===== src/rtl/bcd_ctrl_pkg.sv =====
// Shared types and constants for the 2-digit BCD seconds counter controller.
// Latency: n/a (types, constants and a pure helper function only).
// Backpressure: n/a.
package bcd_ctrl_pkg;

    // Run/stop state of the controller.
    typedef enum logic {
        S_STOPPED = 1'b0,
        S_RUNNING = 1'b1
    } ctrl_state_t;

    // Packed BCD byte: {tens, units}.
    typedef logic [7:0] bcd_t;

    // Highest count shown on the display (59 seconds).
    localparam bcd_t BCD_MAX_DEFAULT = 8'h59;

    // Width of the tick divider; wide enough for a 1 Hz tick from 50 MHz.
    localparam int DIV_W = 26;

    // True when both nibbles hold a decimal digit.
    function automatic logic is_bcd(input bcd_t v);
        return (v[7:4] <= 4'd9) && (v[3:0] <= 4'd9);
    endfunction

endpackage


===== src/rtl/bcd_step.sv =====
// Computes the next BCD count one step up or down, wrapping 0..max; also flags legal values.
// Latency: combinational, zero cycles.
// Backpressure: none; purely combinational.
module bcd_step
    import bcd_ctrl_pkg::*;
(
    input  bcd_t value_i,
    input  logic up_i,
    input  bcd_t max_i,
    output bcd_t next_o,
    output logic is_valid_o
);

    logic [3:0] tens;
    logic [3:0] units;

    assign tens  = value_i[7:4];
    assign units = value_i[3:0];

    // Packed BCD orders the same way as binary, so a plain compare against max_i is exact.
    assign is_valid_o = is_bcd(value_i) && (value_i <= max_i);

    // Step with carry/borrow between digits; out-of-range inputs are forced back onto the wrap
    // points so the output is always a legal BCD value no greater than max_i.
    always_comb begin
        next_o = value_i;
        if (up_i) begin
            if (!is_valid_o || (value_i >= max_i)) begin
                next_o = 8'h00;
            end else if (units == 4'd9) begin
                next_o = {tens + 4'd1, 4'd0};
            end else begin
                next_o = {tens, units + 4'd1};
            end
        end else begin
            if (!is_valid_o || (value_i == 8'h00)) begin
                next_o = max_i;
            end else if (units == 4'd0) begin
                next_o = {tens - 4'd1, 4'd9};
            end else begin
                next_o = {tens, units - 4'd1};
            end
        end
    end

endmodule


===== src/rtl/bcd_counter_controller.sv =====
// Run/stop, direction and load control for the 0..59 BCD seconds counter on HEX1/HEX0.
// Latency: commands take effect on the next clock edge; first tick TICK_PERIOD cycles after start.
// Backpressure: none; every command pulse is accepted in the cycle it arrives.
module bcd_counter_controller
    import bcd_ctrl_pkg::*;
#(
    parameter int   TICK_PERIOD = 50_000_000,
    parameter bcd_t BCD_MAX     = BCD_MAX_DEFAULT
) (
    input  logic       CLOCK_50_I,
    input  logic       resetn,
    input  logic       start_stop_pulse_i,
    input  logic       up_pulse_i,
    input  logic       down_pulse_i,
    input  logic       load_pulse_i,
    input  logic [7:0] load_value_i,
    output logic [7:0] count_o,
    output logic       running_o,
    output logic       up_o,
    output logic       tick_o,
    output logic       load_error_o
);

    localparam logic [DIV_W-1:0] DIV_LAST = DIV_W'(TICK_PERIOD - 1);

    ctrl_state_t       state;
    logic [DIV_W-1:0]  divider;
    logic              div_at_last;
    logic              step_due;
    bcd_t              step_in;
    bcd_t              step_next;
    logic              step_in_valid;

    // A load always pre-empts a step, so the shared helper can validate the load value
    // in those cycles and compute the next count in all others.
    assign step_in = load_pulse_i ? load_value_i : count_o;

    bcd_step u_step (
        .value_i    (step_in),
        .up_i       (up_o),
        .max_i      (BCD_MAX),
        .next_o     (step_next),
        .is_valid_o (step_in_valid)
    );

    assign div_at_last = (divider == DIV_LAST);

    // A stop request landing on the tick cycle cancels that tick entirely.
    assign step_due = (state == S_RUNNING) && div_at_last && !start_stop_pulse_i;

    // Run/stop FSM; running_o is registered alongside the state it mirrors.
    always_ff @(posedge CLOCK_50_I or negedge resetn) begin
        if (!resetn) begin
            state     <= S_STOPPED;
            running_o <= 1'b0;
        end else if (start_stop_pulse_i) begin
            case (state)
                S_STOPPED: begin
                    state     <= S_RUNNING;
                    running_o <= 1'b1;
                end
                S_RUNNING: begin
                    state     <= S_STOPPED;
                    running_o <= 1'b0;
                end
                default: begin
                    state     <= S_STOPPED;
                    running_o <= 1'b0;
                end
            endcase
        end
    end

    // Tick divider: free-runs while running, parked at 0 while stopped and on any run/stop toggle.
    always_ff @(posedge CLOCK_50_I or negedge resetn) begin
        if (!resetn) begin
            divider <= '0;
        end else if ((state == S_RUNNING) && !start_stop_pulse_i) begin
            divider <= div_at_last ? '0 : divider + DIV_W'(1);
        end else begin
            divider <= '0;
        end
    end

    // One-cycle tick pulse, coincident with the count step it announces.
    always_ff @(posedge CLOCK_50_I or negedge resetn) begin
        if (!resetn) begin
            tick_o <= 1'b0;
        end else begin
            tick_o <= step_due;
        end
    end

    // Count register: a load (valid or not) takes priority over the step.
    always_ff @(posedge CLOCK_50_I or negedge resetn) begin
        if (!resetn) begin
            count_o      <= 8'h00;
            load_error_o <= 1'b0;
        end else begin
            load_error_o <= load_pulse_i && !step_in_valid;
            if (load_pulse_i) begin
                if (step_in_valid) begin
                    count_o <= load_value_i;
                end
            end else if (step_due) begin
                count_o <= step_next;
            end
        end
    end

    // Direction register; conflicting up/down pulses cancel and leave it unchanged.
    always_ff @(posedge CLOCK_50_I or negedge resetn) begin
        if (!resetn) begin
            up_o <= 1'b1;
        end else if (up_pulse_i && !down_pulse_i) begin
            up_o <= 1'b1;
        end else if (down_pulse_i && !up_pulse_i) begin
            up_o <= 1'b0;
        end
    end

endmodule


===== config.mk =====
export PLATFORM = sky130hd
export DESIGN_NAME = bcd_counter_controller
export DESIGN_NICKNAME = d
export VERILOG_FILES = /design/src/rtl/bcd_ctrl_pkg.sv /design/src/rtl/bcd_step.sv /design/src/rtl/bcd_counter_controller.sv
export SDC_FILE = /design/constraint.sdc
export NUM_CORES = 1
export LEC_CHECK = 0
export ABC_AREA = 1
export CAP_MARGIN = 20
export CORE_UTILIZATION = 62
export DETAILED_ROUTE_END_ITERATION = 12
export HOLD_SLACK_MARGIN = 0.05
export PLACE_DENSITY = 0.85
export SYNTH_ARGS = -nofsm -noshare
export SYNTH_HDL_FRONTEND = slang
export SYNTH_SLANG_ARGS = --single-unit

===== constraint.sdc =====
create_clock -name CLOCK_50_I -period 4.4 [get_ports CLOCK_50_I]
set_input_delay 0.88 -clock CLOCK_50_I [delete_from_list [all_inputs] [get_ports CLOCK_50_I]]
set_output_delay 0.88 -clock CLOCK_50_I [all_outputs]
set_load 0.01 [all_outputs]

**Yosys cells after proc, flatten, opt, wreduce, memory -nomap -nowiden**

Index checks and enable logic that the tools add are counted.

- Register bits after elaboration: 38
- Output and inout port bits: 12
- Logic and storage cells: 52

- Add/sub/neg operators: 5
- $lt $le $gt $ge: 4
- Equality and inequality tests: 3
- Mux-type cells: 14
- Bitwise gates (word level): 1
- Reductions and logical operators: 19

Operators with widths:

| operator | number |
|---|---|
| $mux 8 | 9 |
| $mux 26 | 2 |
| $add 26x1->26 const B | 1 |
| $eq 26x26->1 const B | 1 |
| $add 4x1->4 const B | 2 |
| $ge 8x7->1 const B | 1 |
| $le 4x4->1 const B | 2 |
| $le 8x7->1 const B | 1 |
| $logic_and 1x1->1 | 8 |
| $logic_not 8->1 | 1 |
| $sub 4x1->4 const B | 2 |
| $eq 4x4->1 const B | 1 |
| $logic_not 1->1 | 4 |
| $logic_not 4->1 | 1 |
| $reduce_bool 2->1 | 2 |
| $logic_or 1x1->1 | 2 |
| $mux 1 | 2 |
| $ne 2x1->1 const B | 1 |
| $pmux 1 s2 | 1 |
| $reduce_and 2->1 | 1 |
| $not 1->1 | 1 |

**Longest topological paths before layout**

Gate-level depths: netlist of the first run.

- Depth in word-level cells: 10
- Depth in mapped cells: 18
- Depth with buffers taken out: 17

**Modules after synthesis**

From an unflattened synthesis of the first run, not the netlist that was laid out.

- Cells, all modules: 444
- Area total of the unflattened synthesis: 3,040.4 um2

By module, submodules not included:

| module | instances | cells an instance | area an instance (um2) |
|---|---|---|---|
| bcd_counter_controller | 1 | 304 | 2,260.9 |
| bcd_step | 1 | 140 | 779.5 |

**Least setup slack after synthesis of the first run**

No wires, ideal clock.

- Path type: input to register
- Start: in load_pulse_i
- End: reg count_o[0]
- Setup time: 0.122 ns
- Arrival: 2.368 ns
- Data required time: 4.278 ns
- Slack: 1.910 ns
- Stages: 14
- Path buffers: 1
- Cells stage by stage: buf_6 -> nand2_1 -> inv_1 -> a21oi_2 -> inv_1 -> ha_1 -> nand2_2 -> clkinv_1 -> nand3_4 -> nand2_2 -> nand2_4 -> nand3_4 -> a21oi_1 -> a21oi_2

- Word-level cells in the longest chain between the ends: 10

Ends and longest elaborated chain:

| element | line | text |
|---|---|---|
| from (decl) | bcd_counter_controller.sv:15 | `input logic load_pulse_i,` |
| parallel branches: the longest is 10 deep, another holds $le 8x7->1 | n/a |  |
| to (signal assigned) | bcd_counter_controller.sv:103 | `count_o <= load_value_i;` |
| to (signal assigned) | bcd_counter_controller.sv:106 | `count_o <= step_next;` |
| to (decl) | bcd_counter_controller.sv:17 | `output logic [7:0] count_o,` |

Parallel ways; which one is timed is not known. The select of a mux whose other input is x is not followed.
A chain may end at the register's enable or synchronous reset.

**Final worst setup path of the first run**

- Start: in load_pulse_i
- End: reg count_o[4]

Same word-level chain as after synthesis.

==> flow_metrics.py, run 1 <==
metrics = {
    "status": {
        "status": "completed",
    },
    "critical_path": {
        "cp-end-kind": "flip-flop",
        "path_class": "in -> reg",
        "slowest_stage": "clkdlybuf4s50_1",
        "cp-start-kind": "primary input",
        "cp.required_ps": 4620,
        "max_stage_delay_ps": 460,
        "cp_common_cell": "nand2_1",
        "path_cells": "clkdlybuf4s50_1 -> buf_4 -> inv_2 -> nand2_1 -> nand2_2 -> inv_1 -> ha_1 -> inv_1 -> nand2_1 -> nand3_1 -> nand2_1 -> inv_1 -> nor2_8 -> nand3_4 -> a21oi_1 -> nand2_1 -> a21oi_2",
        "arrival_ps": 3390,
        "cp_max_fo": 16,
    },
    "yosys": {
        "synth_nets": 388,
        "synth-main-ff-cell": "dfrtp_1",
        "async_flop_share_pct": 100,
        "syn_avg_cell_area_um2": 7.68,
        "synth-edff-count": 0,
        "synth-warning-count": 0,
        "netlist_instances": 368,
        "yosysUniqueCellTypes": 39,
        "synth.ff_latch_count": 38,
        "synth_area_mm2": 0.00283,
        "ys_seq_area_share_pct": 33.7,
    },
    "floorplan": {
        "core_area_mm2": 0.00435,
        "row_count": 24,
        "start_util_pct": 64.9,
        "io-pin-count": 26,
        "die_w_um": 69.5,
        "die-area_mm2": 0.00483,
        "die_h_um": 69.5,
    },
    "global_routing": {
        "grt_pass1_vias": 2488,
        "grt_usage_pct": 28.6,
        "grt_pass1_wl_um": 11200,
        "grt_max_degree": 39,
        "antenna_found_initial": 0,
        "grt.overflow.total": 0,
    },
    "cts": {
        "cts_root_buf": "clkbuf_8",
        "cts_buffers": 5,
        "cts_sinks": 38,
        "ctsHtreeMaxLevel": 2,
        "cts_tree": "done",
        "path_clk_slew_ps": 80,
        "worstSkewPairLatency_ps": 290,
        "post-cts-setup-buffer-count": 0,
        "cts_buffer_depth": 2,
        "ctsHoldBuffers": 0,
        "post_cts_resized": 0,
    },
    "timing": {
        "relSlewSlack_pct": 43.8,
        "setup_viol": 0,
        "hold_violations": 0,
        "fmax_ghz": 0.316,
        "post-route-period-util_pct": 71.9,
        "tightest_slew_ps": 843,
        "setup_tns_ps": 0,
        "fin_hold_ws_ps": 468,
        "rsz0062_at_grt": "false",
        "clock_skew_ps": 6.78,
        "fin_crit_ps": 3160,
        "slew_violations": 0,
    },
    "layout": {
        "nets": 417,
        "final_common_cell": "nand2_1",
        "stdcell_count": 450,
        "drive_gt1_share_pct": 21.4,
        "insertedDiodeCount": 0,
        "layout.cells.most_common_list": "nand2_1 (70), nor2_1 (45), inv_1 (41), dfrtp_1 (37), clkdlybuf4s50_1 (24)",
        "syn2layout_area_growth_pct": 14.0,
    },
    "power": {
        "power_density_mw_per_mm2": 401,
        "peakVddDrop_mv": 0.262,
        "p_leak_uw": 0.00148,
    },
    "detailed_routing": {
        "drt_iter0_markers": 206,
        "routedWlPerCell_um": 14.1,
        "first_pass_iters": 4,
        "antenna_left": 0,
        "remaining_drc_errors": 0,
        "routed_wl_um": 6330,
        "viasPerCell": 5.58,
        "num_vias": 2513,
    },
    "min_path": {
        "hp-class": "reg -> reg",
    },
    "placement": {
        "gp_congestion": 0.917,
        "io_buffers": 25,
        "hpwl_um": 4760,
        "dp_cells": 442,
    },
    "job": {
        "cap_violations": 0,
    },
}
## layout make-up
type / count / area [um^2]
Multi-Input combinational cell: 272 / 1640
Fill cell: 338 / 1130
Sequential cell: 38 / 952
Timing Repair Buffer: 26 / 253
Inverter: 54 / 204
Clock buffer: 5 / 68.8
Tap cell: 52 / 65.1
Clock inverter: 3 / 40.0
## path summary, 6_finish.rpt
check	start	endpoint	slack [ps]	cells past startpoint
worst max-delay path	load_pulse_i	count_o[4]	1240	17
worst min-delay path	divider[0]	divider[0]	470	1
worst max register to register	divider[0]	divider[22]	2250	9
worst min register to register	divider[0]	divider[0]	470	1
max in group asynchronous	resetn	count_o[2]	3180	1
min in group asynchronous	resetn	divider[14]	690	1
## metrics by stage
stage	worst slack, ps	total power (uW)	cell area [um^2]	util (%)
floorplan	1910	824	2830	-
CTS	1260	1300	3220	74.0
finish	1240	1290	3220	74.0
global route	1050	1380	3220	74.0
detailed placement	991	1000	3110	71.5
global placement	1010	992	3110	71.5
## cell usage after synthesis (2+ instances only)
library cell | number | share of area [%]
a21oi_1 | 21 | 3.7
a21oi_2 | 9 | 2.8
buf_6 | 2 | 0.80
clkinv_1 | 3 | 0.40
dfrtp_1 | 37 | 33
ha_1 | 6 | 2.7
inv_1 | 41 | 5.4
inv_2 | 9 | 1.2
nand2_1 | 70 | 9.3
nand2_2 | 13 | 2.9
nand2_4 | 11 | 4.4
nand3_1 | 13 | 2.3
nand3_2 | 4 | 1.4
nand3_4 | 3 | 1.9
nand4_1 | 7 | 1.5
nand4_2 | 2 | 0.89
nor2_1 | 45 | 6.0
nor2_2 | 13 | 2.9
nor2_4 | 3 | 1.2
nor2_8 | 2 | 1.4
nor3_1 | 16 | 2.8
nor3b_1 | 2 | 0.53
o21ai_0 | 8 | 1.4
xnor2_1 | 2 | 0.62
xor2_1 | 12 | 3.7
## critical path, delay by kind of cell
kind | cells | cell delay (ps)
buffers and inverters | 6 | 1160
AND/OR/NAND/NOR | 8 | 790
adder cells (fa/ha/maj) | 1 | 220
AO/OA/AOI/OAI | 2 | 320
## state kept, by name, summed over array words and instances (netlist names)
| register | cells |
|---|---|
| up_o | 1 |
| count_o | 8 |
| tick_o | 1 |
| divider | 26 |
| load_error_o | 1 |
| state | 1 |
## cells by family after synthesis
kind of cell	after synthesis	share of synthesized area, %
simple gates	209	41.4
buf+inv	58	8.33
compound gates	43	9.61
flops	38	33.7
xor+xnor	14	4.34
fa+ha+maj	6	2.66
## where the power goes
group / total (uW) / internal [uW] / switching (uW)
clock: 290 / 167 / 123
combinational: 559 / 229 / 331
sequential: 444 / 394 / 49.7
total: 1290 / 790 / 503
## metal layers
metal / GRT usage, % / vias to the layer above / share of wire (%)
met5: 0 / - / 0
met4: 7.48 / 0 / 1.5
met3: 5.67 / 13 / 4.8
met2: 49.0 / 83 / 49
met1: 36.8 / 1184 / 44
li1: - / 1233 / -
Note: power is estimated with default switching activity, not from simulation.
==> run 2, diff against run 1 <==
--- a/config.mk
+++ b/config.mk
@@ -7,10 +7,10 @@
 export LEC_CHECK = 0
 export ABC_AREA = 1
 export CAP_MARGIN = 20
-export CORE_UTILIZATION = 62
+export CORE_UTILIZATION = 52
 export DETAILED_ROUTE_END_ITERATION = 12
 export HOLD_SLACK_MARGIN = 0.05
-export PLACE_DENSITY = 0.85
+export PLACE_DENSITY = 0.76
 export SYNTH_ARGS = -nofsm -noshare
 export SYNTH_HDL_FRONTEND = slang
 export SYNTH_SLANG_ARGS = --single-unit
==> constraint.sdc (replaced) <==
create_clock -name CLOCK_50_I -period 2.9 [get_ports CLOCK_50_I]
set_input_delay 0.58 -clock CLOCK_50_I [delete_from_list [all_inputs] [get_ports CLOCK_50_I]]
set_output_delay 0.58 -clock CLOCK_50_I [all_outputs]
set_load 0.01 [all_outputs]
==> run 2 against run 1 <==
  * Worst setup slack worse by 920 ps
  * Cell count up 5.3%
  * Total power rose by 46%
  * Clock skew grew 2.2 ps
  * Global-route usage fell by 5.7 points
  * First-iteration DRC count down 33%
  * Clock power rose by 27%
  * Die area increased by 19%
  * Critical path depth down 4
  * Count of clock-buffer cells in the layout grew 3
  * Non-clock buffer count grew 6
  * Largest cell class unchanged
==> flow_metrics.py, run 2 (same netlist as run 1, synthesis figures left out) <==
metrics = {
    "status": {
        "status": "completed",
    },
    "critical_path": {
        "cp.required_ps": 3060,
        "reg2reg_depth": 11,
        "arrival_ps": 2750,
        "reg2reg_to": "count_o[6]",
        "cp-end-kind": "flip-flop",
        "cp_max_fo": 8,
        "worstReg2RegStart": "count_o[4]",
        "reg2reg_slack_ps": 850,
        "cp-start-kind": "primary input",
        "path_class": "in -> reg",
    },
    "layout": {
        "final_core_util_pct": 63.2,
        "layout.cells.most_common_list": "nand2_1 (70), nor2_1 (45), inv_1 (41), dfrtp_1 (37), clkdlybuf4s50_1 (24)",
        "syn2layout_area_growth_pct": 15.7,
        "insertedDiodeCount": 0,
        "fillers": 443,
        "top_regs": "divider (26), count_o (8)",
        "top_register": "divider",
        "largest_reg_flops": 26,
        "drive_gt1_share_pct": 22.0,
        "final_common_cell": "nand2_1",
        "nets": 423,
    },
    "timing": {
        "slew_violations": 0,
        "clock_skew_ps": 9.03,
        "post-route-period-util_pct": 89.1,
        "rsz0062_at_grt": "false",
        "fin_hold_ws_ps": 396,
        "worst_slack_ps": 315,
        "relSlewSlack_pct": 44.0,
        "setup_tns_ps": 0,
        "fin_crit_ps": 2580,
        "hold_violations": 0,
        "fmax_ghz": 0.387,
        "setup_viol": 0,
        "tightest_slew_ps": 840,
    },
    "detailed_routing": {
        "antenna_left": 0,
        "viasPerCell": 5.14,
        "remaining_drc_errors": 0,
        "routedWlPerCell_um": 12.7,
        "first_pass_iters": 5,
        "drt_iter0_markers": 137,
        "routed_wl_um": 6010,
        "num_vias": 2434,
    },
    "global_routing": {
        "grt.overflow.total": 0,
        "antenna_found_initial": 0,
        "grt_pass1_vias": 2245,
        "grt_usage_pct": 22.9,
        "grt_max_degree": 39,
        "grt_pass1_wl_um": 9870,
    },
    "power": {
        "power_density_mw_per_mm2": 579,
        "p_leak_uw": 0.00150,
        "peakVddDrop_mv": 0.279,
        "p_total_uw": 1890,
    },
    "cts": {
        "worstSkewPairLatency_ps": 280,
        "path_clk_slew_ps": 70,
        "cts_buffer_depth": 2,
        "cts_sinks": 38,
        "ctsHtreeMaxLevel": 2,
        "cts_buffers": 5,
        "post_cts_resized": 0,
        "post-cts-setup-buffer-count": 0,
        "cts_root_buf": "clkbuf_8",
        "ctsHoldBuffers": 0,
        "cts_tree": "done",
    },
    "floorplan": {
        "start_util_pct": 54.6,
        "die_w_um": 75.7,
        "core_area_mm2": 0.00517,
        "io-pin-count": 26,
        "die_h_um": 75.7,
        "row_count": 26,
        "die-area_mm2": 0.00573,
    },
    "placement": {
        "gp_congestion": 0.925,
        "hpwl_um": 4670,
        "io_buffers": 25,
        "pre_cts_slack_ps": 53.7,
    },
    "job": {
        "cap_violations": 0,
    },
    "min_path": {
        "hp-class": "in -> async",
    },
}
==> run 2: cell types whose count changed in the layout (fill, tap and decap cells not counted) <==
cell	delta
bufinv_16	-1
buf_4	+6
clkinv_2	-2
clkbuf_8	+1
clkbuf_1	+2
==> run 2: worst max-delay path by stage <==
stage | startpoint | end | slack (ps) | cells after the start
finish | load_pulse_i | count_o[6] | 320 | 13
global route | load_pulse_i | count_o[6] | 200 | 13
CTS | load_pulse_i | count_o[6] | 350 | 13
detailed placement | load_pulse_i | count_o[6] | 50 | 13
global placement | load_pulse_i | count_o[6] | 90 | 13
floorplan | load_pulse_i | count_o[0] | 710 | 14
==> run 2: per-layer routing <==
metal	track usage (%)	share of wire, %	vias to the layer above
met5	0	0	-
met4	9.05	2.1	0
met3	3.70	4.7	13
met2	38.4	49	64
met1	29.7	44	1115
li1	-	-	1242
==> run 2: stage by stage <==
stage	cell area (um^2)	instances
after floorplan	2830	368
after global placement	3180	466
after detailed placement	3180	466
after CTS	3270	474
after global routing	3270	474
final	3270	474
==> run 2: where the power goes <==
group | internal, uW | leakage (uW) | switching, uW
Sequential | 598 | 0.000502 | 71.7
Clock | 194 | 0.0000455 | 174
Combinational | 360 | 0.000948 | 495
Total | 1150 | 0.00150 | 740
==> run 2: layout make-up <==
class	instances	area (um^2)	area share [%]
sequential	38	952	29.1
inverter	54	204	6.24
clock buffer	8	90.1	2.76
timing repair buffer	32	298	9.11
tap	70	87.6	2.68
multi-input combinational	272	1640	50.1
==> run 2: worst max-delay path: stages <==
cell             delay [ps]
clkdlybuf4s50_1         580
inv_2                    90
a21oi_2                 220
inv_1                   110
ha_1                    210
nand2_2                  80
clkinv_1                100
nand3_4                 120
nand2_2                  70
nand2_4                 100
nand3_4                 150
a21oi_1                 240
a21oi_2                  80
==> run 3, diff against run 2 <==
--- a/config.mk
+++ b/config.mk
@@ -8,9 +8,10 @@
 export ABC_AREA = 1
 export CAP_MARGIN = 20
 export CORE_UTILIZATION = 52
+export CTS_BUF_LIST = sky130_fd_sc_hd__clkbuf_16
 export DETAILED_ROUTE_END_ITERATION = 12
 export HOLD_SLACK_MARGIN = 0.05
-export PLACE_DENSITY = 0.76
+export PLACE_DENSITY = 0.82
 export SYNTH_ARGS = -nofsm -noshare
 export SYNTH_HDL_FRONTEND = slang
 export SYNTH_SLANG_ARGS = --single-unit
==> run 3 against run 2 <==
  * Die area unchanged
  * Largest cell class unchanged
  * Count of clock-buffer cells in the layout is 3 lower
  * Sequential share of layout area down 0.48 points
  * Critical endpoint unchanged
  * Routed wire length grew 3.4%
  * Largest power group unchanged
==> flow_metrics.py, run 3 (same netlist as run 1, synthesis figures left out) <==
metrics = {
    "layout": {
        "stdcell_count": 475,
        "layout.cells.most_common_list": "nand2_1 (70), nor2_1 (45), inv_1 (42), dfrtp_1 (37), clkdlybuf4s50_1 (24)",
        "fillers": 413,
        "nets": 424,
        "insertedDiodeCount": 0,
        "multi_input_area_mm2": 0.00164,
        "syn2layout_area_growth_pct": 17.7,
        "drive_gt1_share_pct": 22.2,
        "largest_reg_flops": 26,
        "top_register": "divider",
        "regArea_um2": 952,
        "top_regs": "divider (26), count_o (8)",
        "final_common_cell": "nand2_1",
    },
    "placement": {
        "hpwl_um": 4760,
        "io_buffers": 25,
        "gp_congestion": 0.984,
        "dp_cells": 467,
    },
    "timing": {
        "fmax_ghz": 0.389,
        "tightest_slew_ps": 824,
        "hold_violations": 0,
        "fin_crit_ps": 2570,
        "post-route-period-util_pct": 88.7,
        "slew_violations": 0,
        "rsz0062_at_grt": "false",
        "clock_skew_ps": 6.47,
        "setup_viol": 0,
        "relSlewSlack_pct": 45.0,
        "setup_tns_ps": 0,
    },
    "critical_path": {
        "reg2reg_to": "divider[22]",
        "reg2reg_slack_ps": 730,
        "reg2reg_depth": 9,
        "worstReg2RegStart": "divider[0]",
        "cp.required_ps": 3060,
        "cp-end-kind": "flip-flop",
        "arrival_ps": 2730,
        "slowest_stage": "clkdlybuf4s50_1",
        "cp_max_fo": 8,
        "path_cells": "clkdlybuf4s50_1 -> inv_2 -> nand2_1 -> nand2_2 -> inv_1 -> ha_1 -> inv_1 -> nand2_1 -> nand3_1 -> nand2_1 -> inv_1 -> nor2_8 -> nand3_4 -> a21oi_1 -> a21oi_2",
        "cp-start-kind": "primary input",
        "crit_start": "load_pulse_i",
        "crit_path_end": "count_o[6]",
        "path_class": "in -> reg",
        "max_stage_delay_ps": 630,
    },
    "detailed_routing": {
        "antenna_left": 0,
        "first_pass_iters": 5,
        "num_vias": 2483,
        "remaining_drc_errors": 0,
        "routed_wl_um": 6210,
        "viasPerCell": 5.23,
        "drt_iter0_markers": 180,
        "routedWlPerCell_um": 13.1,
    },
    "floorplan": {
        "core_area_mm2": 0.00517,
        "die_h_um": 75.7,
        "die-area_mm2": 0.00573,
        "io-pin-count": 26,
        "start_util_pct": 54.6,
        "row_count": 26,
        "die_w_um": 75.7,
    },
    "power": {
        "power_density_mw_per_mm2": 617,
        "switching_share_pct": 37.7,
        "seqPwrFrac_pct": 32.8,
        "p_sw_uw": 774,
        "intPower_uw": 1280,
        "p_leak_uw": 0.00153,
        "peakVddDrop_mv": 0.338,
        "p_comb_share_pct": 42.3,
        "clkPwrFrac_pct": 24.9,
    },
    "cts": {
        "cts_root_buf": "clkbuf_16",
        "path_clk_slew_ps": 60,
        "cts_buffer_depth": 2,
        "cts_tree": "done",
        "ctsHoldBuffers": 0,
        "cts_buffers": 5,
        "ctsHtreeMaxLevel": 2,
        "worstSkewPairLatency_ps": 280,
        "post-cts-setup-buffer-count": 0,
        "cts_sinks": 38,
        "post_cts_resized": 0,
    },
    "min_path": {
        "hp-class": "in -> async",
    },
    "global_routing": {
        "grt.overflow.total": 0,
        "grt_max_degree": 39,
        "grt_pass1_wl_um": 10300,
        "antenna_found_initial": 0,
        "grt_pass1_vias": 2229,
        "grt_usage_pct": 24.2,
    },
    "job": {
        "cap_violations": 0,
    },
    "status": {
        "status": "completed",
    },
}
[run 3: cell count changes in the layout (fill, tap and decap cells not counted)]
cell	delta
buf_4	+1
clkinv_2	+1
clkbuf_16	+5
clkbuf_8	-6
clkbuf_1	-2
inv_1	+1
clkinv_1	+1
[run 3: critical path, delay by kind of cell]
kind / cells / cell delay [ps]
simple gates: 7 / 690
compound gates: 2 / 300
buf+inv: 5 / 970
fa+ha+maj: 1 / 200
[run 3: through the flow]
stage | hold WS (ps) | power (uW) | worst slack, ps | util [%] | instance area, um^2
2_1_floorplan | 284 | 1250 | 710 | - | 2830
3_3_place_gp | 446 | 1520 | 140 | 61.6 | 3190
3_5_place_dp | 451 | 1540 | 60.6 | 61.6 | 3190
4_1_cts | 435 | 2060 | 343 | 64.3 | 3320
5_1_grt | 475 | 2180 | 139 | 64.3 | 3320
6_report | 397 | 2050 | 327 | 64.3 | 3320
[run 3: power groups by stage]
stage / Clock (uW) / Sequential [uW] / Combinational [uW]
final: 511 / 673 / 868
after global routing: 547 / 680 / 955
after CTS: 522 / 672 / 869
after detailed placement: 0 / 680 / 864
after global placement: 0 / 677 / 847
after floorplan: 0 / 694 / 556
[run 3: worst min-delay path by stage]
stage | startpoint | to
finish | resetn | divider[8]
global route | resetn | divider[7]
CTS | resetn | divider[8]
detailed placement | divider[0] | divider[0]
global placement | divider[0] | divider[0]
floorplan | resetn | count_o[0]
[run 3: final cells by class]
class                      instances  area share [%]
inverter                          54            6.13
clock inverter                     3           0.376
tap                               70            2.63
timing repair buffer              33            9.18
sequential                        38            28.6
clock buffer                       5            3.76
multi-input combinational        272            49.3
[run 3: per-layer routing]
metal  vias to the layer above  track usage [%]  part of all wire [%]
met5                         -                0                     0
met4                         0             8.02                   1.6
met3                        10             4.50                   4.9
met2                        79             37.9                    47
met1                      1151             33.8                    46
li1                       1243                -                     -
